===== config.mk =====
export PLATFORM = sky130hd
export DESIGN_NAME = mem_port_arbiter_flat
export DESIGN_NICKNAME = d
export VERILOG_FILES = /design/src/rtl/mem_port_arbiter_pkg.sv /design/src/rtl/mem_port_arbiter_if.sv /design/src/rtl/mem_port_arbiter_sat_counter.sv /design/src/rtl/mem_port_arbiter.sv /design/src/flat_wrapper.sv
export SDC_FILE = /design/constraint.sdc
export NUM_CORES = 1
export LEC_CHECK = 0
export ABC_AREA = 1
export CORE_UTILIZATION = 40
export CTS_BUF_LIST = sky130_fd_sc_hd__clkbuf_16
export DETAILED_ROUTE_END_ITERATION = 16
export GPL_TIMING_DRIVEN = 1
export HOLD_SLACK_MARGIN = 0.1
export PLACE_DENSITY = 0.81
export SYNTH_ARGS = -nofsm -noshare
export SYNTH_HDL_FRONTEND = slang
export SYNTH_SLANG_ARGS = --single-unit

===== constraint.sdc =====
create_clock -name clock -period 1.5 [get_ports clock]
set_clock_uncertainty 0.1 [all_clocks]
set_input_delay 0.15 -clock clock [delete_from_list [all_inputs] [get_ports clock]]
set_output_delay 0.15 -clock clock [all_outputs]
set_load 0.05 [all_outputs]

===== src/rtl/mem_port_arbiter_pkg.sv =====
// Shared types and constants for the unified-memory port arbiter.
// Imported by the arbiter, its counter sub-module and the bench.
package mem_arb_pkg;

   typedef enum logic [1:0] {
      IDLE     = 2'd0,
      GRANT_IF = 2'd1,
      GRANT_D  = 2'd2,
      TURN     = 2'd3
   } arb_state_e;

   typedef enum logic {
      TAG_IF = 1'b0,
      TAG_D  = 1'b1
   } tag_e;

   localparam int CNT_W = 16;

   // Bits needed to hold values 0..max inclusive (at least one).
   function automatic int cnt_width(input int max);
      int w;
      w = $clog2(max + 1);
      return (w < 1) ? 1 : w;
   endfunction

endpackage


===== src/rtl/mem_port_arbiter_if.sv =====
// Request, response and memory-side signals of the port arbiter.
// slave = arbiter view, master = requesters plus memory view.
interface mem_port_arbiter_if #(
   parameter int ADDR_W = 8,
   parameter int DATA_W = 8
);

   logic              if_req;
   logic [ADDR_W-1:0] if_addr;
   logic              if_gnt;
   logic [DATA_W-1:0] if_rdata;
   logic              if_rvalid;

   logic              d_req;
   logic              d_we;
   logic [ADDR_W-1:0] d_addr;
   logic [DATA_W-1:0] d_wdata;
   logic              d_gnt;
   logic [DATA_W-1:0] d_rdata;
   logic              d_rvalid;

   logic [ADDR_W-1:0] mem_addr;
   logic [DATA_W-1:0] mem_wdata;
   logic              mem_wren;
   logic              mem_rden;
   logic [DATA_W-1:0] mem_q;

   modport slave (
      input  if_req,
      input  if_addr,
      output if_gnt,
      output if_rdata,
      output if_rvalid,
      input  d_req,
      input  d_we,
      input  d_addr,
      input  d_wdata,
      output d_gnt,
      output d_rdata,
      output d_rvalid,
      output mem_addr,
      output mem_wdata,
      output mem_wren,
      output mem_rden,
      input  mem_q
   );

   modport master (
      output if_req,
      output if_addr,
      input  if_gnt,
      input  if_rdata,
      input  if_rvalid,
      output d_req,
      output d_we,
      output d_addr,
      output d_wdata,
      input  d_gnt,
      input  d_rdata,
      input  d_rvalid,
      input  mem_addr,
      input  mem_wdata,
      input  mem_wren,
      input  mem_rden,
      output mem_q
   );

endinterface


===== src/rtl/mem_port_arbiter_sat_counter.sv =====
// Saturating up-counter with synchronous clear.
// Clear wins over increment in the same cycle.
module sat_counter #(
   parameter int W   = 2,
   parameter int MAX = 3
) (
   input  logic         clk_i,
   input  logic         rst_ni,
   input  logic         clr_i,
   input  logic         inc_i,
   output logic [W-1:0] cnt_o
);

   localparam logic [W-1:0] CMAX = W'(MAX);

   logic [W-1:0] cnt_q;
   logic [W-1:0] cnt_d;

   always_comb begin
      cnt_d = cnt_q;
      if (clr_i) begin
         cnt_d = '0;
      end else if (inc_i && (cnt_q != CMAX)) begin
         cnt_d = cnt_q + 1'b1;
      end
   end

   always_ff @(posedge clk_i or negedge rst_ni) begin
      if (!rst_ni) begin
         cnt_q <= '0;
      end else begin
         cnt_q <= cnt_d;
      end
   end

   assign cnt_o = cnt_q;

endmodule


===== src/rtl/mem_port_arbiter.sv =====
// Arbitrates one synchronous single-port memory between fetch
// and load/store; D wins unless fetch has waited MAX_D_STREAK grants.
module mem_port_arbiter
   import mem_arb_pkg::*;
#(
   parameter int ADDR_W       = 8,
   parameter int DATA_W       = 8,
   parameter int MAX_D_STREAK = 3,
   parameter int WR_TURN      = 1
) (
   input  logic              clock,
   input  logic              reset,
   mem_port_arbiter_if.slave bus,
   output logic              stall_if,
   output logic [CNT_W-1:0]  conflict_cnt
);

   localparam int SW = cnt_width(MAX_D_STREAK);
   localparam logic [SW-1:0] STREAK_MAX = SW'(MAX_D_STREAK);
   localparam bit USE_TURN = (WR_TURN != 0);

   arb_state_e state_q, state_d;
   logic       pend_q, pend_d;
   tag_e       tag_q, tag_d;

   logic [DATA_W-1:0] if_hold_q, if_hold_d;
   logic [DATA_W-1:0] d_hold_q, d_hold_d;
   logic [CNT_W-1:0]  conf_q, conf_d;

   logic [SW-1:0] streak;
   logic          force_if;
   logic          d_win;
   logic          if_win;
   logic          gnt_if;
   logic          gnt_d;
   logic          rv_if;
   logic          rv_d;

   assign force_if = bus.if_req && (streak == STREAK_MAX);
   assign d_win    = bus.d_req && !force_if;
   assign if_win   = bus.if_req && !d_win;

   always_comb begin
      gnt_if  = 1'b0;
      gnt_d   = 1'b0;
      state_d = IDLE;
      // Reset and the post-write turnaround both block every grant.
      if (reset && (state_q != TURN)) begin
         gnt_d  = d_win;
         gnt_if = if_win;
      end
      if (gnt_d) begin
         state_d = (bus.d_we && USE_TURN) ? TURN : GRANT_D;
      end else if (gnt_if) begin
         state_d = GRANT_IF;
      end
   end

   sat_counter #(
      .W   (SW),
      .MAX (MAX_D_STREAK)
   ) u_streak (
      .clk_i  (clock),
      .rst_ni (reset),
      .clr_i  (gnt_if || !bus.if_req),
      .inc_i  (gnt_d && bus.if_req),
      .cnt_o  (streak)
   );

   assign bus.if_gnt    = gnt_if;
   assign bus.d_gnt     = gnt_d;
   assign bus.mem_wren  = gnt_d && bus.d_we;
   assign bus.mem_rden  = gnt_if || (gnt_d && !bus.d_we);
   assign bus.mem_wdata = reset ? bus.d_wdata : '0;

   always_comb begin
      bus.mem_addr = '0;
      unique case (1'b1)
         gnt_d:   bus.mem_addr = bus.d_addr;
         gnt_if:  bus.mem_addr = bus.if_addr;
         default: bus.mem_addr = '0;
      endcase
   end

   assign pend_d = bus.mem_rden;
   assign tag_d  = gnt_d ? TAG_D : TAG_IF;

   assign rv_if = pend_q && (tag_q == TAG_IF);
   assign rv_d  = pend_q && (tag_q == TAG_D);

   // Returning data is forwarded straight from mem_q, then held.
   assign if_hold_d = rv_if ? bus.mem_q : if_hold_q;
   assign d_hold_d  = rv_d ? bus.mem_q : d_hold_q;

   assign bus.if_rvalid = rv_if;
   assign bus.d_rvalid  = rv_d;
   assign bus.if_rdata  = if_hold_d;
   assign bus.d_rdata   = d_hold_d;

   assign stall_if = reset && bus.if_req && !gnt_if;

   assign conf_d = conf_q + CNT_W'(bus.if_req && bus.d_req);
   assign conflict_cnt = conf_q;

   always_ff @(posedge clock or negedge reset) begin
      if (!reset) begin
         state_q   <= IDLE;
         pend_q    <= 1'b0;
         tag_q     <= TAG_IF;
         if_hold_q <= '0;
         d_hold_q  <= '0;
         conf_q    <= '0;
      end else begin
         state_q   <= state_d;
         pend_q    <= pend_d;
         tag_q     <= tag_d;
         if_hold_q <= if_hold_d;
         d_hold_q  <= d_hold_d;
         conf_q    <= conf_d;
      end
   end

endmodule


===== src/flat_wrapper.sv =====
// flat-port wrapper written by rule: the top's interface ports become plain ports
module mem_port_arbiter_flat import mem_arb_pkg::*;
#(
   parameter int ADDR_W       = 8,
   parameter int DATA_W       = 8,
   parameter int MAX_D_STREAK = 3,
   parameter int WR_TURN      = 1
)
  (clock, reset, stall_if, conflict_cnt, bus_if_req, bus_if_addr, bus_if_gnt, bus_if_rdata, bus_if_rvalid, bus_d_req, bus_d_we, bus_d_addr, bus_d_wdata, bus_d_gnt, bus_d_rdata, bus_d_rvalid, bus_mem_addr, bus_mem_wdata, bus_mem_wren, bus_mem_rden, bus_mem_q);
  mem_port_arbiter_if #(.ADDR_W(ADDR_W), .DATA_W(DATA_W)) bus_i ();
  input  logic clock;
  input  logic reset;
  output logic stall_if;
  output logic [CNT_W-1:0] conflict_cnt;
  input wire logic [$bits(bus_i.if_req)-1:0] bus_if_req;
  input wire logic [$bits(bus_i.if_addr)-1:0] bus_if_addr;
  output wire logic [$bits(bus_i.if_gnt)-1:0] bus_if_gnt;
  output wire logic [$bits(bus_i.if_rdata)-1:0] bus_if_rdata;
  output wire logic [$bits(bus_i.if_rvalid)-1:0] bus_if_rvalid;
  input wire logic [$bits(bus_i.d_req)-1:0] bus_d_req;
  input wire logic [$bits(bus_i.d_we)-1:0] bus_d_we;
  input wire logic [$bits(bus_i.d_addr)-1:0] bus_d_addr;
  input wire logic [$bits(bus_i.d_wdata)-1:0] bus_d_wdata;
  output wire logic [$bits(bus_i.d_gnt)-1:0] bus_d_gnt;
  output wire logic [$bits(bus_i.d_rdata)-1:0] bus_d_rdata;
  output wire logic [$bits(bus_i.d_rvalid)-1:0] bus_d_rvalid;
  output wire logic [$bits(bus_i.mem_addr)-1:0] bus_mem_addr;
  output wire logic [$bits(bus_i.mem_wdata)-1:0] bus_mem_wdata;
  output wire logic [$bits(bus_i.mem_wren)-1:0] bus_mem_wren;
  output wire logic [$bits(bus_i.mem_rden)-1:0] bus_mem_rden;
  input wire logic [$bits(bus_i.mem_q)-1:0] bus_mem_q;
  assign bus_i.if_req = bus_if_req;
  assign bus_i.if_addr = bus_if_addr;
  assign bus_if_gnt = bus_i.if_gnt;
  assign bus_if_rdata = bus_i.if_rdata;
  assign bus_if_rvalid = bus_i.if_rvalid;
  assign bus_i.d_req = bus_d_req;
  assign bus_i.d_we = bus_d_we;
  assign bus_i.d_addr = bus_d_addr;
  assign bus_i.d_wdata = bus_d_wdata;
  assign bus_d_gnt = bus_i.d_gnt;
  assign bus_d_rdata = bus_i.d_rdata;
  assign bus_d_rvalid = bus_i.d_rvalid;
  assign bus_mem_addr = bus_i.mem_addr;
  assign bus_mem_wdata = bus_i.mem_wdata;
  assign bus_mem_wren = bus_i.mem_wren;
  assign bus_mem_rden = bus_i.mem_rden;
  assign bus_i.mem_q = bus_mem_q;
  mem_port_arbiter #(.ADDR_W(ADDR_W), .DATA_W(DATA_W), .MAX_D_STREAK(MAX_D_STREAK), .WR_TURN(WR_TURN)) u_core (.clock(clock), .reset(reset), .bus(bus_i), .stall_if(stall_if), .conflict_cnt(conflict_cnt));
endmodule

==> impl_metrics.tcl, run 1 <==
set metrics [dict create \
    synth_mux_area_share_pct 0 \
    ys_top_cells_by_count "83 x nand2_1, 37 x dfrtp_1, 32 x inv_1, 14 x nor2_1, 12 x o21ai_0" \
    synth.area.top_cells "dfrtp_1 52%, nand2_1 17%, inv_1 6.7%" \
    dp_cells 374 \
    synth_compound_area_share_pct 5.315 \
    start_util_pct 43.18 \
    yosysMostFrequentCell "nand2_1" \
    place_congestion 0.8252 \
    synth-simple-area-share_pct 27.27 \
    die_h_um 68.88 \
    fp.dieW_um 68.88 \
    synth_top_family_by_area "simple AND/OR/NAND/NOR gates" \
    firstError "[ERROR DPL-0033] detailed placement checks failed during check placement." \
    yosysUniqueCellTypes 18 \
    io_buffers 91 \
    status "did not finish" \
    synthesis.area_mm2 0.001789 \
    lastStage "4_1_cts" \
    holdBufCountCts 2 \
    yosys_warnings 0 \
    synthAdderAreaFrac_pct 2.098 \
    async_reset_ff_share_pct 100.0 \
    yosysTopAreaCell "dfrtp_1" \
    syn_inst 222 \
    cts_resized 58 \
    synthDominantCellAreaShare_pct 51.75 \
    rows 23 \
    clock_sinks 37 \
    root_buffer "clkbuf_16" \
    dp_hpwl_um 4523 \
    ys_ff_latch 37 \
    htree_levels 2 \
    io_pins 92 \
    syn-num-nets 262 \
    synth-main-ff-cell "dfrtp_1" \
    cts_buffer_depth 2 \
    synth_edf_count 0 \
    numCtsBuffers 5 \
    post_cts_buffers 2 \
    synth-seq-area-share_pct 51.75 \
    synth_xor_area_share_pct 4.406 \
    syn_area_per_cell_um2 8.060 \
]
==> through the flow <==
step / hold WS (ns) / setup WS (ns) / instance area [um2] / setup TNS, ns
after detailed placement: 0.06242 / -0.3028 / 3647 / -5.412
after global placement: 0.05974 / -0.2505 / 3647 / -3.629
after floorplan: -0.2456 / -0.2822 / 2056 / -5.263
==> logic make-up after synthesis <==
| group | after synthesis |
|---|---|
| simple gates | 117 |
| buf+inv | 37 |
| flops | 37 |
| compound gates | 19 |
| xor+xnor | 9 |
| fa+ha+maj | 3 |
==> inputs of run 2 (changes only) <==
--- a/config.mk
+++ b/config.mk
@@ -6,12 +6,10 @@
 export NUM_CORES = 1
 export LEC_CHECK = 0
 export ABC_AREA = 1
-export CORE_UTILIZATION = 40
-export CTS_BUF_LIST = sky130_fd_sc_hd__clkbuf_16
+export CORE_UTILIZATION = 30
 export DETAILED_ROUTE_END_ITERATION = 16
 export GPL_TIMING_DRIVEN = 1
-export HOLD_SLACK_MARGIN = 0.1
-export PLACE_DENSITY = 0.81
+export PLACE_DENSITY_LB_ADDON = 0.15
 export SYNTH_ARGS = -nofsm -noshare
 export SYNTH_HDL_FRONTEND = slang
 export SYNTH_SLANG_ARGS = --single-unit
==> impl_metrics.tcl, run 2 <==
set metrics [dict create \
    wl_um 5502 \
    worstPathMaxFanout 5 \
    drive_above_1_share_pct 49.71 \
    final_cell_mix "57 x buf_12, 42 x nand2_1, 34 x clkdlybuf4s50_1" \
    hold_path.class "primary input to asynchronous set/reset pin" \
    setup_viol 31 \
    ys_ff_latch 37 \
    gr-total-overflow 0 \
    p_switching_mw 1.817 \
    peakVddDrop_uv 643.2 \
    cts_tree "done" \
    rsz0062_at_grt "true" \
    endpoint_kind "output port" \
    p_comb_share_pct 54.9 \
    p_per_area_mw_per_mm2 1076 \
    p_int_mw 2.699 \
    numCtsBuffers 5 \
    hold_ws_ns -0.2125 \
    rows 27 \
    clk_pin_slew_ns 0.07 \
    cts_buffer_depth 2 \
    syn_inst 222 \
    crit_buf_inv 2 \
    grtUsageMet1_pct 19.08 \
    coreArea_mm2 0.005642 \
    clock_latency_ns 0.28 \
    yosysUniqueCellTypes 18 \
    leakage_nw 1.945 \
    sw_frac_of_total_pct 40.23 \
    antenna_found_initial 0 \
    finalCriticalPeriod_ns 1.884 \
    num_antenna_cells 0 \
    crit_type "flop to output port" \
    yosysMostFrequentCell "nand2_1" \
    nets 382 \
    viasPerCell 4.498 \
    synthesis.area_mm2 0.001789 \
    min_period_over_period_pct 125.6 \
    grt_pass1_wl_um 8376 \
    yosys_warnings 0 \
    start_util_pct 31.71 \
    pre_cts_ws_ns -0.3254 \
    cpPeakStageDelay_ns 0.40 \
    gr-usage-all-layers_pct 17.35 \
    synth.area.top_cells "dfrtp_1 52%, nand2_1 17%, inv_1 6.7%" \
    gr-usage-met2_pct 31.55 \
    slew_headroom_pct 83.57 \
    syn-num-nets 262 \
    clock_sinks 37 \
    htree_levels 2 \
    slew_violations 0 \
    fp.dieW_um 79.23 \
    dp_hpwl_um 3634 \
    fmax_mhz 530.8 \
    setup_ws_ns -0.3841 \
    seqPwrFrac_pct 30.9 \
    die_h_um 79.23 \
    violations "negative hold slack, negative setup slack" \
    finalSetupTns_ns -6.685 \
    finalInstanceArea_mm2 0.004197 \
    synth-seq-area-share_pct 51.75 \
    path_delay_family "simple AND/OR/NAND/NOR gates" \
    clkPwrFrac_pct 14.2 \
    crit_chain "ha_2 -> nand2_2 -> nand2_4 -> nor2_4 -> buf_12 -> nand2_2 -> nand2_4 -> buf_12" \
    ant_nets 0 \
    cp_slowest_cell "dfrtp_1" \
    syn_area_per_cell_um2 8.060 \
    largest_reg_flops 16 \
    cp_data_arrival_time_ns 1.63 \
    maxCapViolations 0 \
    hold_viol_final 37 \
    grt_util_met3_pct 5.402 \
    synthDominantCellAreaShare_pct 51.75 \
    worstMarginPinSlew_ns 0.2464 \
    synth-main-ff-cell "dfrtp_1" \
    cp-start-kind "flop" \
    yosysTopAreaCell "dfrtp_1" \
    mostFrequentLayoutCell "buf_12" \
    grt_max_degree 47 \
    status "complete, but fails checks" \
    ys_top_cells_by_count "83 x nand2_1, 37 x dfrtp_1, 32 x inv_1, 14 x nor2_1, 12 x o21ai_0" \
    worstPathRequired_ns 1.25 \
    place_congestion 0.8104 \
    finalPower_mw 4.516 \
    io_pins 92 \
    async_reset_ff_share_pct 100.0 \
    drtIter0Drc 95 \
    gr-max-usage-layer "met2" \
    synth_edf_count 0 \
    die_area_mm2 0.006277 \
    root_buffer "clkbuf_8" \
    drc 0 \
    io_buffers 91 \
    wire_per_inst_um 13.29 \
    area_delta_synth_final_pct 134.5 \
    place_area_mm2 0.003672 \
    grt_pass1_vias 1843 \
    num_vias 1862 \
    firstDrtPassIters 4 \
]
==> run 2: cell counts after synthesis <==
No cell type changed its count.
==> run 2: routing by layer <==
layer | routed length (um) | vias to the layer above | share of wire [%]
li1 | - | 916 | -
met3 | 367 | 5 | 6.7
met5 | 0 | - | 0
met4 | 60 | 0 | 1.1
met1 | 2065 | 869 | 38
met2 | 3009 | 72 | 55
==> run 2: path summary, 6_finish.rpt <==
check                                          from                  endpoint  slack [ns]  cells past startpoint
max in group asynchronous                     reset    u_core.conflict_cnt[1]        1.30                      2
hold reg to reg                 u_core.if_hold_q[0]       u_core.if_hold_q[0]        0.41                      2
hold / removal                                reset        u_core.d_hold_q[1]       -0.21                      2
min in group clock                            reset  u_core.u_streak.cnt_o[1]        0.23                      4
setup reg to reg           u_core.u_streak.cnt_o[1]  u_core.u_streak.cnt_o[1]           0                      8
setup / recovery           u_core.u_streak.cnt_o[1]           bus_mem_addr[1]       -0.38                      8
==> run 2: worst register-to-register path, cell delays in order (launching register included) <==
cell and delay (ns):
dfrtp_1 0.40, ha_2 0.19, nand2_2 0.07, nand2_4 0.06, nor2_4 0.20, clkbuf_16 0.20
buf_4 0.12, nand3_2 0.05, nand2_1 0.06
==> run 2: repair_timing <==
action | 4_1_cts | 5_1_grt
pin swaps | 4 | 13
gates resized for setup | 46 | 36
hold endpoints to repair | 37 | 37
gates cloned | 2 | 2
endpoints found under the setup margin | 31 | 36
buffers inserted | 6 | 7
==> run 2: area by class of cell <==
| class | count | area (um2) |
|---|---|---|
| Multi-Input combinational cell | 148 | 1185 |
| Inverter | 33 | 146.4 |
| Clock buffer | 6 | 72.57 |
| Clock inverter | 1 | 5.005 |
| Timing Repair Buffer | 116 | 1755 |
| Sequential cell | 37 | 930.9 |
| Tap cell | 72 | 90.09 |
| Fill cell | 385 | 1445 |
| Timing Repair inverter | 1 | 11.26 |
==> run 2: per-stage QoR <==
stage,utilization (%),cells
2_1_floorplan,-,222
3_3_place_gp,65.09,394
3_5_place_dp,65.09,394
4_1_cts,71.26,409
5_1_grt,74.38,414
6_report,74.38,414
==> run 2: cell families (layout without fill, tap and decap cells) <==
family | Yosys count | in the layout | synth area share [%]
XOR/XNOR | 9 | 9 | 4.405
flip-flops | 37 | 37 | 51.75
AO/OA/AOI/OAI | 19 | 19 | 5.315
AND/OR/NAND/NOR | 117 | 117 | 27.27
adder cells (fa/ha/maj) | 3 | 3 | 2.098
buffers and inverters | 37 | 157 | 9.161
==> run 2: power groups by stage <==
stage                     registers, mW  clock network (mW)  logic, mW
after floorplan                    1.60                   0      0.873
after global placement             1.39                   0       2.25
after detailed placement           1.39                   0       2.27
after CTS                          1.39               0.670       2.43
after global routing               1.42               0.707       2.58
final                              1.40               0.639       2.48
Power figures use the tool's default switching activity.
